<file path="config.mk">
export PLATFORM = sky130hd
export DESIGN_NAME = data_mem_ctrl
export DESIGN_NICKNAME = d
export VERILOG_FILES = /design/src/rtl/data_mem_ctrl.sv
export SDC_FILE = /design/constraint.sdc
export NUM_CORES = 2
export LEC_CHECK = 0
export CAP_MARGIN = 40
export CORE_AREA = 2 2 443 775
export CTS_CLUSTER_DIAMETER = 80
export DETAILED_ROUTE_END_ITERATION = 16
export DIE_AREA = 0 0 445 777
export GPL_ROUTABILITY_DRIVEN = 0
export PLACE_DENSITY_LB_ADDON = 0.05
export SYNTH_ARGS = -nofsm -noshare
export SYNTH_HDL_FRONTEND = slang
export SYNTH_SLANG_ARGS = --single-unit
</file>
<file path="constraint.sdc">
create_clock -name clk -period 8.83 [get_ports clk]
set_clock_uncertainty 0.05 [all_clocks]
set_input_delay 0.883 -clock clk [delete_from_list [all_inputs] [get_ports clk]]
set_output_delay 0.883 -clock clk [all_outputs]
set_load 0.1 [all_outputs]
</file>
<file path="src/rtl/data_mem_ctrl.sv">
// rtl/data_mem_ctrl.sv - byte/half/word data RAM with req/ready handshake and latency
// Range, alignment and funct3 checks; single-word debug tap.
module data_mem_ctrl #(
    parameter int DEPTH    = 128,
    parameter int LATENCY  = 1,
    parameter int TAP_WORD = 10,
    parameter int TAP_W    = 4
) (
    input  logic             clk,
    input  logic             reset,
    input  logic             req,
    input  logic             we,
    input  logic [2:0]       funct3,
    input  logic [31:0]      addr,
    input  logic [31:0]      wdata,
    output logic             busy,
    output logic             ready,
    output logic [31:0]      rdata,
    output logic             err,
    output logic [TAP_W-1:0] tap
);

    localparam int AW = (DEPTH > 1) ? $clog2(DEPTH) : 1;

    typedef enum logic [1:0] {S_IDLE, S_WAIT, S_RESP} state_t;

    state_t      state, state_nx;
    logic [3:0]  cnt, cnt_nx;
    logic        we_q;
    logic [2:0]  f3_q;
    logic [31:0] addr_q, wdata_q;
    logic [31:0] mem [DEPTH];

    logic        a_we;
    logic [2:0]  a_f3;
    logic [31:0] a_addr, a_wdata;
    logic [1:0]  lane;
    logic [AW-1:0] widx;
    logic        in_range, f3_ok, aligned, acc_err, commit;
    logic [3:0]  be;
    logic [31:0] wshift, rd_word, rd_shift, ld_data;
    logic [31:0] rdata_q;
    logic        err_q;

    always_ff @(posedge clk or negedge reset) begin
        if (!reset) begin
            state <= S_IDLE;
            cnt   <= '0;
        end else begin
            state <= state_nx;
            cnt   <= cnt_nx;
        end
    end

    // cnt holds the remaining WAIT edges; leaving at cnt==1 lands RESP in cycle LATENCY
    always_comb begin
        state_nx = state;
        cnt_nx   = cnt;
        case (state)
            S_IDLE: begin
                if (req) begin
                    if (LATENCY <= 1) begin
                        state_nx = S_RESP;
                        cnt_nx   = '0;
                    end else begin
                        state_nx = S_WAIT;
                        cnt_nx   = 4'(LATENCY - 1);
                    end
                end
            end
            S_WAIT: begin
                cnt_nx = cnt - 4'd1;
                if (cnt <= 4'd1) state_nx = S_RESP;
            end
            S_RESP:  state_nx = S_IDLE;
            default: state_nx = S_IDLE;
        endcase
    end

    always_ff @(posedge clk or negedge reset) begin
        if (!reset) begin
            we_q    <= 1'b0;
            f3_q    <= '0;
            addr_q  <= '0;
            wdata_q <= '0;
        end else if (state == S_IDLE && req) begin
            we_q    <= we;
            f3_q    <= funct3;
            addr_q  <= addr;
            wdata_q <= wdata;
        end
    end

    // With LATENCY=1 the commit edge is the capture edge, so use the live inputs in IDLE
    always_comb begin
        a_we    = (state == S_IDLE) ? we     : we_q;
        a_f3    = (state == S_IDLE) ? funct3 : f3_q;
        a_addr  = (state == S_IDLE) ? addr   : addr_q;
        a_wdata = (state == S_IDLE) ? wdata  : wdata_q;
    end

    assign commit   = (state != S_RESP) && (state_nx == S_RESP);
    assign lane     = a_addr[1:0];
    assign widx     = a_addr[AW+1:2];
    assign in_range = a_addr[31:2] < 30'(DEPTH);

    always_comb begin
        f3_ok   = 1'b0;
        aligned = 1'b1;
        case (a_f3)
            3'b000: f3_ok = 1'b1;
            3'b001: begin
                f3_ok   = 1'b1;
                aligned = !a_addr[0];
            end
            3'b010: begin
                f3_ok   = 1'b1;
                aligned = (lane == 2'b00);
            end
            3'b100: f3_ok = !a_we;
            3'b101: begin
                f3_ok   = !a_we;
                aligned = !a_addr[0];
            end
            default: f3_ok = 1'b0;
        endcase
    end

    assign acc_err = !f3_ok || !aligned || !in_range;

    always_comb begin
        be = 4'b1111;
        case (a_f3[1:0])
            2'b00:   be = 4'b0001 << lane;
            2'b01:   be = 4'b0011 << {lane[1], 1'b0};
            default: be = 4'b1111;
        endcase
    end

    assign wshift = a_wdata << {lane, 3'b000};

    // Gating on reset keeps a store from landing when reset is held across its commit edge
    always_ff @(posedge clk) begin
        if (reset && commit && a_we && !acc_err) begin
            for (int b = 0; b < 4; b++) begin
                if (be[b]) mem[widx][8*b +: 8] <= wshift[8*b +: 8];
            end
        end
    end

    assign rd_word  = mem[widx];
    assign rd_shift = rd_word >> {lane, 3'b000};

    always_comb begin
        ld_data = rd_word;
        case (a_f3)
            3'b000:  ld_data = {{24{rd_shift[7]}}, rd_shift[7:0]};
            3'b001:  ld_data = {{16{rd_shift[15]}}, rd_shift[15:0]};
            3'b100:  ld_data = {24'd0, rd_shift[7:0]};
            3'b101:  ld_data = {16'd0, rd_shift[15:0]};
            default: ld_data = rd_word;
        endcase
    end

    // Response registers are loaded only at the commit edge, so they read zero outside RESP
    always_ff @(posedge clk or negedge reset) begin
        if (!reset) begin
            rdata_q <= '0;
            err_q   <= 1'b0;
        end else if (commit) begin
            err_q   <= acc_err;
            rdata_q <= (acc_err || a_we) ? 32'd0 : ld_data;
        end else begin
            rdata_q <= '0;
            err_q   <= 1'b0;
        end
    end

    assign busy  = (state != S_IDLE);
    assign ready = (state == S_RESP);
    assign rdata = rdata_q;
    assign err   = err_q;
    assign tap   = mem[TAP_WORD][TAP_W-1:0];

endmodule

</file>
==> key figures <==
Worst setup path
  • Worst-path fanout max: 42
  • Critical path data arrival time: 7500 ps
  • Worst Setup End Kind: register
  • Slowest cell on the critical path: nor3_1
  • Setup CP Type: register to register
  • Most used cell, CP: buf_4
  • CP cell instances: buf_4 > o21a_2 > nor2_4 > buf_12 > buf_4 > buf_4 > o221ai_1 > a222oi_1 > o22ai_1 > nor3_1 > nand4_1 > mux2i_1 > o21ai_0 > a221oi_1
  • Slowest stage delay, CP: 770 ps
  • Startpoint Class: register
  • Critical Path RT: 9660 ps

Global route
  • Number of global-route vias before repair: 107000
  • Largest net degree at the start of global routing: 92
  • Antenna violations before repair: 43
  • First-pass GRT wire length: 860000 microns
  • GR Overflow Total: 0
  • All-Layer GR Usage: 0.355

Final layout
  • Layout area overhead: 15.5%
  • Filler instances: 27300
  • Nets: 11600
  • Share of cells above drive strength 1: 0.145

Floorplanning
  • Width of the die: 445 microns
  • Die Height: 777 microns
  • Starting Density: 0.479
  • Die area: 0.346 sq mm
  • I/O pins: 110
  • Total core area: 0.339 sq mm
  • Rows: 283

Run
  • Max-cap violations: 0

Route
  • Initial DRC count: 14500
  • Final WL: 625000 microns
  • Avg Vias per Cell: 6.74
  • Via count: 110000
  • DR WL/cell: 38.4 microns
  • Post-route ant nets: 0
  • DRC errors left: 0
  • Pre-antenna DRT Iters: 8

STA
  • Fin crit share: 0.756
  • Fin. Hold Viols: 0
  • Maximum clock frequency: 0.150 GHz
  • RSZ-0062 raised after global routing: no
  • Hold WS: 357 ps
  • Count of pins over their slew limit: 0
  • Minimum clock period: 6670 ps
  • Worst slew pin tran: 1060 ps
  • Max_slew headroom: 0.295
  • Setup violators final: 0

Yosys
  • Flops & latches, synth: 4203
  • Synth cell types: 89
  • Top_reg_cell synth: edfxtp_1
  • Synthesized area per cell: 15.0 sq um
  • Netlist Area Pre-Place: 0.162 sq mm
  • Mapped Nets: 10900
  • Share of flip-flops with an asynchronous set or reset: 0.0255
  • Syn Inst Count: 10900
  • Sequential fraction of the synthesis area: 0.773
  • EDFF count, synth: 4096
  • Ys Warns: 0

Clock network
  • Post-cts sizing count: 0
  • Clk root buf: clkbuf_16
  • CTS tree: yes
  • Worst-skew pair later-pin latency: 990 ps
  • Clk buf depth: 4
  • Clk slew on worst S/H paths: 70 ps
  • H-tree Lvls: 5
  • TritonCTS Buffers: 380
  • CTS Sinks: 4203

Power
  • Leakage: 61.1 nW
  • Power Density: 237 mW/mm^2
  • Maximum VDD drop: 0.000187 V
  • Final Total Pwr: 44.5 mW

Place
  • PortBufs: 109
  • Detail Placement HPWL: 395000 microns

Worst hold path
  • Hold Crit Class: input pin to asynchronous set/reset pin

Run status
  • Status: complete, no violations
metal layers:
layer	global-route usage	routed length, microns	vias to the layer above
met5	0	182	-
met4	0.228	46700	24
met3	0.0611	55400	1614
met2	0.590	304000	6710
met1	0.429	219000	56900
li1	-	-	44500
cell families after synthesis:
family,synth area share
flip-flops,0.773
AND/OR/NAND/NOR,0.0792
AO/OA/AOI/OAI,0.107
buffers and inverters,0.0244
multiplexers,0.0155
adder cells (fa/ha/maj),0.000154
XOR/XNOR,0.0000539
where the power goes:
group	internal [mW]	switching, mW	leakage [nW]
registers	22.5	0.0494	38.4
clock network	9.25	7.59	5.94
logic	1.13	4.01	16.8
total	32.9	11.6	61.1
critical path: cells and delay by family (launching register included):
kind            cells  cell delay, ps
compound gates      6            2010
buf+inv             4            1490
flops               1             550
mux                 1             350
simple gates        3            1970
state kept, by name (all words and copies together) (netlist names):
register,flops
we_q,1
rdata,32
err,1
state,2
mem,4096
cnt,4
f3_q,3
addr_q,32
wdata_q,32
cells in the mapped netlist, types with 21 or more instances:
master	n	area share
edfxtp_1	4096	0.76
o22ai_1	1164	0.045
nand2_1	1019	0.024
nor2_1	766	0.018
nor3_1	634	0.020
a21oi_1	354	0.011
clkbuf_1	327	0.0076
buf_2	308	0.0095
mux2i_1	225	0.014
o21ai_0	203	0.0063
a211oi_1	173	0.0080
nand3_1	164	0.0051
a31oi_1	155	0.0060
and3_1	152	0.0059
buf_1	128	0.0030
o221ai_1	123	0.0066
dfrtp_1	107	0.016
nor4_1	80	0.0031
o41ai_1	66	0.0036
buf_4	63	0.0029
a311oi_1	52	0.0028
a32oi_1	40	0.0022
o22a_1	35	0.0019
o21a_1	33	0.0015
o31ai_1	30	0.0014
mux2_2	23	0.0016
nand4_1	23	0.00089
o2111ai_1	23	0.0012
a2111oi_0	21	0.0011
o211ai_1	21	0.00097
what timing repair did:
item,in CTS,in global routing
hold buffers,1,0
hold endpoints to repair,33,0
buffers inserted,0,0
endpoints found under the setup margin,0,0
area by class of cell:
cell class / instances / area, sq um / share of cell area
multi-input cells: 5802 / 33700 / 0.180
diodes: 34 / 85.1 / 0.000453
flip-flops and latches: 4203 / 126000 / 0.669
well taps: 4417 / 5530 / 0.0294
repair buffers: 1131 / 10400 / 0.0554
clock inverters: 217 / 2190 / 0.0116
inverters: 14 / 60.1 / 0.000320
clock buffers: 468 / 10100 / 0.0536
cells in the final DEF (no fill, tap or decap), types with 17 or more instances in the layout:
cell / Yosys / layout
buf_12: 0 / 67
a32oi_1: 40 / 40
o221ai_1: 123 / 123
o211ai_1: 21 / 21
and3_1: 152 / 152
nand2_1: 1019 / 999
edfxtp_1: 4096 / 4096
mux2i_1: 225 / 216
nor3_1: 634 / 625
buf_8: 1 / 28
diode_2: 0 / 34
o32ai_1: 17 / 17
a211oi_1: 173 / 165
o22ai_1: 1164 / 1155
bufinv_16: 0 / 38
buf_2: 308 / 38
dfrtp_1: 107 / 106
o31ai_1: 30 / 30
clkinv_1: 0 / 74
nor2_1: 766 / 748
clkdlybuf4s50_1: 0 / 106
nand3_1: 164 / 164
o41ai_1: 66 / 60
a21oi_1: 354 / 353
mux2_2: 23 / 20
clkinv_2: 0 / 53
nand4_1: 23 / 23
a311oi_1: 52 / 52
o21a_1: 33 / 32
buf_16: 0 / 32
o2111ai_1: 23 / 23
o21ai_0: 203 / 194
a2111oi_0: 21 / 21
clkbuf_1: 327 / 75
buf_4: 63 / 836
clkinvlp_4: 0 / 22
clkbuf_16: 0 / 389
a31oi_1: 155 / 153
o22a_1: 35 / 34
nor4_1: 80 / 78
final timing paths:
path / start / endpoint / slack (ps) / cells after the start
hold / removal: reset / we_q / 360 / 2
min in group clk: addr[9] / addr_q[9] / 430 / 3
setup reg to reg: state[0] / rdata[2] / 2160 / 14
max in group asynchronous: reset / wdata_q[14] / 7130 / 4
setup / recovery: state[0] / rdata[2] / 2160 / 14
hold reg to reg: addr_q[20] / addr_q[20] / 430 / 2
per-stage QoR:
| stage | utilization | TNS (ps) | cell area [sq um] | setup slack (ps) | std cells |
|---|---|---|---|---|---|
| 2_1_floorplan | - | -64970 | 162000 | -56.7 | 10900 |
| 3_3_place_gp | 0.509 | 0 | 173000 | 1540 | 15400 |
| 3_5_place_dp | 0.517 | 0 | 175000 | 1940 | 15600 |
| 4_1_cts | 0.553 | 0 | 188000 | 2450 | 16200 |
| 5_1_grt | 0.553 | 0 | 188000 | 2240 | 16300 |
| 6_report | 0.553 | 0 | 188000 | 2160 | 16300 |
(Power assumes the default switching activity.)
